<file path="src/rtl/mult_div_unit_if.sv">
// Start/finish handshake between the control unit (master) and the
// multicycle mult/div engine (slave).
interface mult_div_unit_if #(
    parameter int unsigned WIDTH = 32
);
    logic             mult_start;
    logic             div_start;
    logic [WIDTH-1:0] a;
    logic [WIDTH-1:0] b;
    logic [WIDTH-1:0] hi;
    logic [WIDTH-1:0] lo;
    logic             busy;
    logic             done;
    logic             div_zero;

    modport master (
        output mult_start, div_start, a, b,
        input  hi, lo, busy, done, div_zero
    );

    modport slave (
        input  mult_start, div_start, a, b,
        output hi, lo, busy, done, div_zero
    );
endinterface

</file>
<file path="src/rtl/mult_div_unit.sv">
// Multicycle signed multiply (radix-2 Booth) and divide (restoring on
// magnitudes plus a sign-fix cycle) responding to a start/done handshake.
module mult_div_unit #(
    parameter int unsigned WIDTH = 32
) (
    input  logic              clk,
    input  logic              reset,
    mult_div_unit_if.slave    bus
);
    localparam int unsigned CNT_W = $clog2(WIDTH);

    typedef enum logic [2:0] {IDLE, MULT, DIV, DFIX, DIVZ} state_t;

    state_t           state, state_nxt;
    logic [CNT_W-1:0] cnt, cnt_nxt;
    logic [WIDTH:0]   acc, acc_nxt;
    logic [WIDTH-1:0] q, q_nxt;
    logic [WIDTH-1:0] mcand, mcand_nxt;
    logic             q_m1, q_m1_nxt;
    logic             neg_q, neg_q_nxt;
    logic             neg_r, neg_r_nxt;
    logic [WIDTH-1:0] hi_q, hi_nxt;
    logic [WIDTH-1:0] lo_q, lo_nxt;
    logic             busy_q, busy_nxt;
    logic             done_q, done_nxt;
    logic             dz_q, dz_nxt;

    logic             last_step;
    logic [WIDTH-1:0] a_mag, b_mag;
    logic [WIDTH:0]   m_ext, booth_sum, rem_sh, trial;

    assign last_step = (cnt == CNT_W'(WIDTH - 1));
    assign a_mag     = bus.a[WIDTH-1] ? -bus.a : bus.a;
    assign b_mag     = bus.b[WIDTH-1] ? -bus.b : bus.b;

    assign bus.hi       = hi_q;
    assign bus.lo       = lo_q;
    assign bus.busy     = busy_q;
    assign bus.done     = done_q;
    assign bus.div_zero = dz_q;

    // Step arithmetic: acc is one bit wider so Booth never overflows on -2^(W-1)
    always_comb begin
        m_ext = {mcand[WIDTH-1], mcand};
        unique case ({q[0], q_m1})
            2'b01:   booth_sum = acc + m_ext;
            2'b10:   booth_sum = acc - m_ext;
            default: booth_sum = acc;
        endcase
        rem_sh = {acc[WIDTH-1:0], q[WIDTH-1]};
        trial  = rem_sh - {1'b0, mcand};
    end

    always_ff @(posedge clk) begin
        if (reset) state <= IDLE;
        else       state <= state_nxt;
    end

    always_comb begin
        state_nxt = state;
        unique case (state)
            IDLE: begin
                if (bus.mult_start)     state_nxt = MULT;
                else if (bus.div_start) state_nxt = (bus.b == '0) ? DIVZ : DIV;
            end
            MULT:    if (last_step) state_nxt = IDLE;
            DIV:     if (last_step) state_nxt = DFIX;
            DFIX:    state_nxt = IDLE;
            DIVZ:    state_nxt = IDLE;
            default: state_nxt = IDLE;
        endcase
    end

    always_comb begin
        cnt_nxt   = cnt;
        acc_nxt   = acc;
        q_nxt     = q;
        mcand_nxt = mcand;
        q_m1_nxt  = q_m1;
        neg_q_nxt = neg_q;
        neg_r_nxt = neg_r;
        hi_nxt    = hi_q;
        lo_nxt    = lo_q;
        busy_nxt  = busy_q;
        done_nxt  = 1'b0;
        dz_nxt    = 1'b0;
        unique case (state)
            IDLE: begin
                if (bus.mult_start) begin
                    acc_nxt   = '0;
                    q_nxt     = bus.b;
                    q_m1_nxt  = 1'b0;
                    mcand_nxt = bus.a;
                    cnt_nxt   = '0;
                    busy_nxt  = 1'b1;
                end else if (bus.div_start) begin
                    cnt_nxt   = '0;
                    busy_nxt  = 1'b1;
                    acc_nxt   = '0;
                    q_nxt     = a_mag;
                    mcand_nxt = b_mag;
                    neg_q_nxt = bus.a[WIDTH-1] ^ bus.b[WIDTH-1];
                    neg_r_nxt = bus.a[WIDTH-1];
                end
            end
            MULT: begin
                acc_nxt  = {booth_sum[WIDTH], booth_sum[WIDTH:1]};
                q_nxt    = {booth_sum[0], q[WIDTH-1:1]};
                q_m1_nxt = q[0];
                cnt_nxt  = cnt + CNT_W'(1);
                if (last_step) begin
                    hi_nxt   = booth_sum[WIDTH:1];
                    lo_nxt   = {booth_sum[0], q[WIDTH-1:1]};
                    done_nxt = 1'b1;
                    busy_nxt = 1'b0;
                end
            end
            DIV: begin
                // Restore when the trial subtraction goes negative
                if (trial[WIDTH]) begin
                    acc_nxt = rem_sh;
                    q_nxt   = {q[WIDTH-2:0], 1'b0};
                end else begin
                    acc_nxt = trial;
                    q_nxt   = {q[WIDTH-2:0], 1'b1};
                end
                cnt_nxt = cnt + CNT_W'(1);
            end
            DFIX: begin
                lo_nxt   = neg_q ? -q : q;
                hi_nxt   = neg_r ? -acc[WIDTH-1:0] : acc[WIDTH-1:0];
                done_nxt = 1'b1;
                busy_nxt = 1'b0;
            end
            DIVZ: begin
                done_nxt = 1'b1;
                dz_nxt   = 1'b1;
                busy_nxt = 1'b0;
            end
            default: ;
        endcase
    end

    always_ff @(posedge clk) begin
        if (reset) begin
            cnt    <= '0;
            acc    <= '0;
            q      <= '0;
            mcand  <= '0;
            q_m1   <= 1'b0;
            neg_q  <= 1'b0;
            neg_r  <= 1'b0;
            hi_q   <= '0;
            lo_q   <= '0;
            busy_q <= 1'b0;
            done_q <= 1'b0;
            dz_q   <= 1'b0;
        end else begin
            cnt    <= cnt_nxt;
            acc    <= acc_nxt;
            q      <= q_nxt;
            mcand  <= mcand_nxt;
            q_m1   <= q_m1_nxt;
            neg_q  <= neg_q_nxt;
            neg_r  <= neg_r_nxt;
            hi_q   <= hi_nxt;
            lo_q   <= lo_nxt;
            busy_q <= busy_nxt;
            done_q <= done_nxt;
            dz_q   <= dz_nxt;
        end
    end
endmodule

</file>
<file path="src/flat_wrapper.sv">
// flat-port wrapper written by rule: the top's interface ports become plain ports
module mult_div_unit_flat 
#(
    parameter int unsigned WIDTH = 32
)
  (clk, reset, bus_mult_start, bus_div_start, bus_a, bus_b, bus_hi, bus_lo, bus_busy, bus_done, bus_div_zero);
  mult_div_unit_if #(.WIDTH(WIDTH)) bus_i ();
  input  logic clk;
  input  logic reset;
  input wire logic [$bits(bus_i.mult_start)-1:0] bus_mult_start;
  input wire logic [$bits(bus_i.div_start)-1:0] bus_div_start;
  input wire logic [$bits(bus_i.a)-1:0] bus_a;
  input wire logic [$bits(bus_i.b)-1:0] bus_b;
  output wire logic [$bits(bus_i.hi)-1:0] bus_hi;
  output wire logic [$bits(bus_i.lo)-1:0] bus_lo;
  output wire logic [$bits(bus_i.busy)-1:0] bus_busy;
  output wire logic [$bits(bus_i.done)-1:0] bus_done;
  output wire logic [$bits(bus_i.div_zero)-1:0] bus_div_zero;
  assign bus_i.mult_start = bus_mult_start;
  assign bus_i.div_start = bus_div_start;
  assign bus_i.a = bus_a;
  assign bus_i.b = bus_b;
  assign bus_hi = bus_i.hi;
  assign bus_lo = bus_i.lo;
  assign bus_busy = bus_i.busy;
  assign bus_done = bus_i.done;
  assign bus_div_zero = bus_i.div_zero;
  mult_div_unit #(.WIDTH(WIDTH)) u_core (.clk(clk), .reset(reset), .bus(bus_i));
endmodule
</file>
<file path="config.mk">
export PLATFORM = sky130hd
export DESIGN_NAME = mult_div_unit_flat
export DESIGN_NICKNAME = d
export VERILOG_FILES = /design/src/rtl/mult_div_unit_if.sv /design/src/rtl/mult_div_unit.sv /design/src/flat_wrapper.sv
export SDC_FILE = /design/constraint.sdc
export NUM_CORES = 1
export LEC_CHECK = 0
export CAP_MARGIN = 20
export CORE_ASPECT_RATIO = 0.8
export CORE_UTILIZATION = 47
export DETAILED_ROUTE_END_ITERATION = 10
export HOLD_SLACK_MARGIN = 0.05
export PLACE_DENSITY = 0.7
export SYNTH_ARGS = -nofsm -noshare
export SYNTH_HDL_FRONTEND = slang
export SYNTH_SLANG_ARGS = --single-unit
</file>
<file path="constraint.sdc">
create_clock -name clk -period 4.4 [get_ports clk]
set_input_delay 1.32 -clock clk [delete_from_list [all_inputs] [get_ports clk]]
set_output_delay 1.32 -clock clk [all_outputs]
set_load 0.005 [all_outputs]
</file>
==> results_dict.tcl <==
set metrics [dict create \
    status "complete, no violations" \
    gr-total-overflow 0 \
    post-synth-top-area-cell "dfxtp_1" \
    cts.sinks 175 \
    post-route-period-util_pct 96.2 \
    ios 135 \
    cp-start-kind "register" \
    tritoncts "done" \
    dieArea_mm2 0.0335 \
    cts_htree_levels 4 \
    dp.final_hpwl_um 42800 \
    antenna_left 0 \
    postSynthAreaPerCell_um2 7.20 \
    slowest_delay_ns 0.41 \
    design.core.area_mm2 0.0319 \
    via_per_inst 6.21 \
    wirelength_um 55500 \
    path_clk_slew_ns 0.07 \
    drt_iter0_markers 1762 \
    total_leakage_power_nw 7.03 \
    ys_seq_elements 175 \
    finalNonFillerCells 2684 \
    crit_family "compound AO/OA/AOI/OAI gates" \
    grt_max_degree 74 \
    fin_util_pct 57.5 \
    diodes 0 \
    max-slew-margin-rel_pct 22.2 \
    row_count 58 \
    post-place-ws_ns 0.0944 \
    end_kind "register" \
    final-max-slew-violation-count 0 \
    areaGrowthSynthToFinish_pct 18.7 \
    setup_viol_count_final 0 \
    fillers 3044 \
    cts_max_path_buffers 2 \
    drc 0 \
    start_util_pct 48.4 \
    synth_edf_count 0 \
    tightest_slew_ns 1.16 \
    layout_setup_ws_ns 0.169 \
    cp.buffers_inverters 2 \
    cpMaxStageDelayCell "a221o_1" \
    dp.cells 2650 \
    grt_pass1_wl_um 85100 \
    fmax_ghz 0.236 \
    die_w_um 205 \
    clock_skew_ns 0.0138 \
    netlist_top_cells_area "dfxtp_1, nand2_1, xnor2_1" \
    crit_path_max_fanout 23 \
    nets 2394 \
    synth_flop_cell "dfxtp_1" \
    dr.pass1.iters 6 \
    vias 16655 \
    drv_cap 0 \
    total_power_w 0.00886 \
    yosys.cell_types.count 80 \
    yosys_warnings 0 \
    hold_buffers 0 \
    syn_inst 2141 \
    critPathArrivalTime_ns 4.55 \
    grt_pass1_vias 14790 \
    wl_per_cell_um 20.7 \
    powerDensity_mw_per_mm2 484 \
    synth_area_mm2 0.0154 \
    crit_path_cell_trace "inv_1, ha_1, a21oi_1, o211ai_1, a221o_1, a2111oi_2, o21ai_1, a221o_1, a21o_1, a21o_1, ha_1, buf_12, mux2_2, a222oi_1, nor2_1" \
    ys_seq_area_share_pct 22.7 \
    gp_congestion 0.981 \
    required_ns 4.72 \
    hp-class "register to register" \
    period_minus_slack_ns 4.23 \
    port_buffers 134 \
    insertion_delay_ns 0.46 \
    yosysTopAreaCellShare_pct 22.7 \
    worst-setup-path-type "register to register" \
    grt_use_total_pct 32.9 \
    final-hold-violation-count 0 \
    drive_gt1_share_pct 10.3 \
    die_h_um 164 \
    async_flop_share_pct 0 \
    cts_buffers 17 \
    grt_setup_unrepaired "true" \
    synth_nets 2284 \
    cts_root_buf "clkbuf_16" \
    antenna_found_initial 3 \
    ir_drop_v 0.000346 \
]
## cells in the final DEF, fill, tap and decap left out, types with 9 or more instances in the layout
cell	n
nor3_1	52
mux2i_1	10
o31ai_1	41
o22ai_1	12
clkdlybuf4s50_1	132
a21o_1	26
dfxtp_1	175
and3_1	17
or4_1	11
or3_1	15
nand4_1	17
a221oi_1	28
a221o_1	25
nor2_1	186
a31oi_1	28
nor4_1	15
a22oi_1	12
inv_1	65
a21oi_1	154
o21a_1	11
nand2b_1	21
buf_4	126
nor2b_1	14
a211oi_1	29
a311oi_1	41
clkbuf_16	17
o211ai_1	11
xor2_1	81
o21ai_0	163
mux2_2	10
nand2_1	315
xnor2_1	118
and2_1	9
or2_2	12
a222oi_1	11
ha_1	71
o41ai_1	19
nand3_1	21
o21bai_1	13
## state kept, by name (all words and copies together), names as in the netlist
register	flops
u_core.bus.hi	32
u_core.neg_r	1
u_core.bus.div_zero	1
u_core.mcand	32
u_core.bus.busy	1
u_core.state	3
u_core.q	32
u_core.neg_q	1
u_core.bus.done	1
u_core.acc	33
u_core.bus.lo	32
u_core.cnt	5
u_core.q_m1	1
## Yosys cell counts, types with 26 or more instances
cell        n
a211oi_1   30
a21o_1     26
a21oi_1   158
a221oi_1   30
a311oi_1   42
a31oi_1    28
clkbuf_1  150
dfxtp_1   175
ha_1       73
inv_1      65
nand2_1   318
nor2_1    186
nor3_1     55
o21ai_0   165
o31ai_1    41
xnor2_1   121
xor2_1     81
## where the power goes
| part | internal [W] | total [W] | switching (W) |
|---|---|---|---|
| combinational | 0.00221 | 0.00527 | 0.00307 |
| sequential | 0.00177 | 0.00204 | 0.000272 |
| clock | 0.000803 | 0.00155 | 0.000742 |
| total | 0.00478 | 0.00886 | 0.00408 |
## worst reg2reg max path: cells and delay by family, from the launching register on
family / cells / cell delay [ns]
compound gates: 9 / 2.29
fa+ha+maj: 2 / 0.70
buf+inv: 2 / 0.31
flops: 1 / 0.37
mux: 1 / 0.37
simple gates: 1 / 0.07
## layout make-up
class                           instances  area, um^2  share of cell area (%)
Multi-Input combinational cell       1729       11100                    60.6
Sequential cell                       175        3500                    19.1
Timing Repair Buffer                  262        2350                    12.9
Tap cell                              420         526                    2.87
Clock buffer                           19         433                    2.36
Inverter                               66         248                    1.35
Clock inverter                         13         146                   0.799
## timing repair
action	CTS	global route
buffers inserted	0	1
setup endpoints to repair	0	36
hold endpoints to repair	0	0
gates resized for setup	0	27
## layer usage
| metal | wire, um | GRT usage, % | vias to the layer above |
|---|---|---|---|
| li1 | - | - | 8002 |
| met1 | 25400 | 47.7 | 7769 |
| met2 | 22800 | 46.4 | 801 |
| met3 | 5950 | 8.89 | 77 |
| met4 | 1290 | 9.70 | 6 |
| met5 | 90 | 1.49 | - |
## cells by family (layout without fill, tap and decap cells)
group                      count (synthesis)  after routing  synth area share (%)
adders and majority gates                 75             75                  6.18
DFF                                      175            175                  22.7
muxes                                     20             20                  1.38
xor gates and xnor gates                 202            202                  11.5
AOI/OAI and AO/OA                        687            687                  29.8
and+or+nand+nor                          745            745                  22.1
buffers and inverters                    237            360                  6.30
## stage by stage
stage                     hold WS [ns]  cell area [um^2]  setup TNS (ns)
after floorplan                  0.459             15400               0
after global placement           0.473             17600               0
after detailed placement         0.471             17600               0
after CTS                        0.488             18200               0
after global routing             0.502             18300          -0.335
final                            0.485             18300               0
## worst paths after layout
check / from / to / slack (ns) / depth (start not counted)
max: u_core.mcand[21] / u_core.acc[8] / 0.17 / 15
min: u_core.bus.lo[24] / u_core.bus.lo[24] / 0.49 / 2
max reg2reg: u_core.mcand[21] / u_core.acc[8] / 0.17 / 15
min reg2reg: u_core.bus.lo[24] / u_core.bus.lo[24] / 0.49 / 2
No activity file was read; power rests on OpenSTA's default activity.
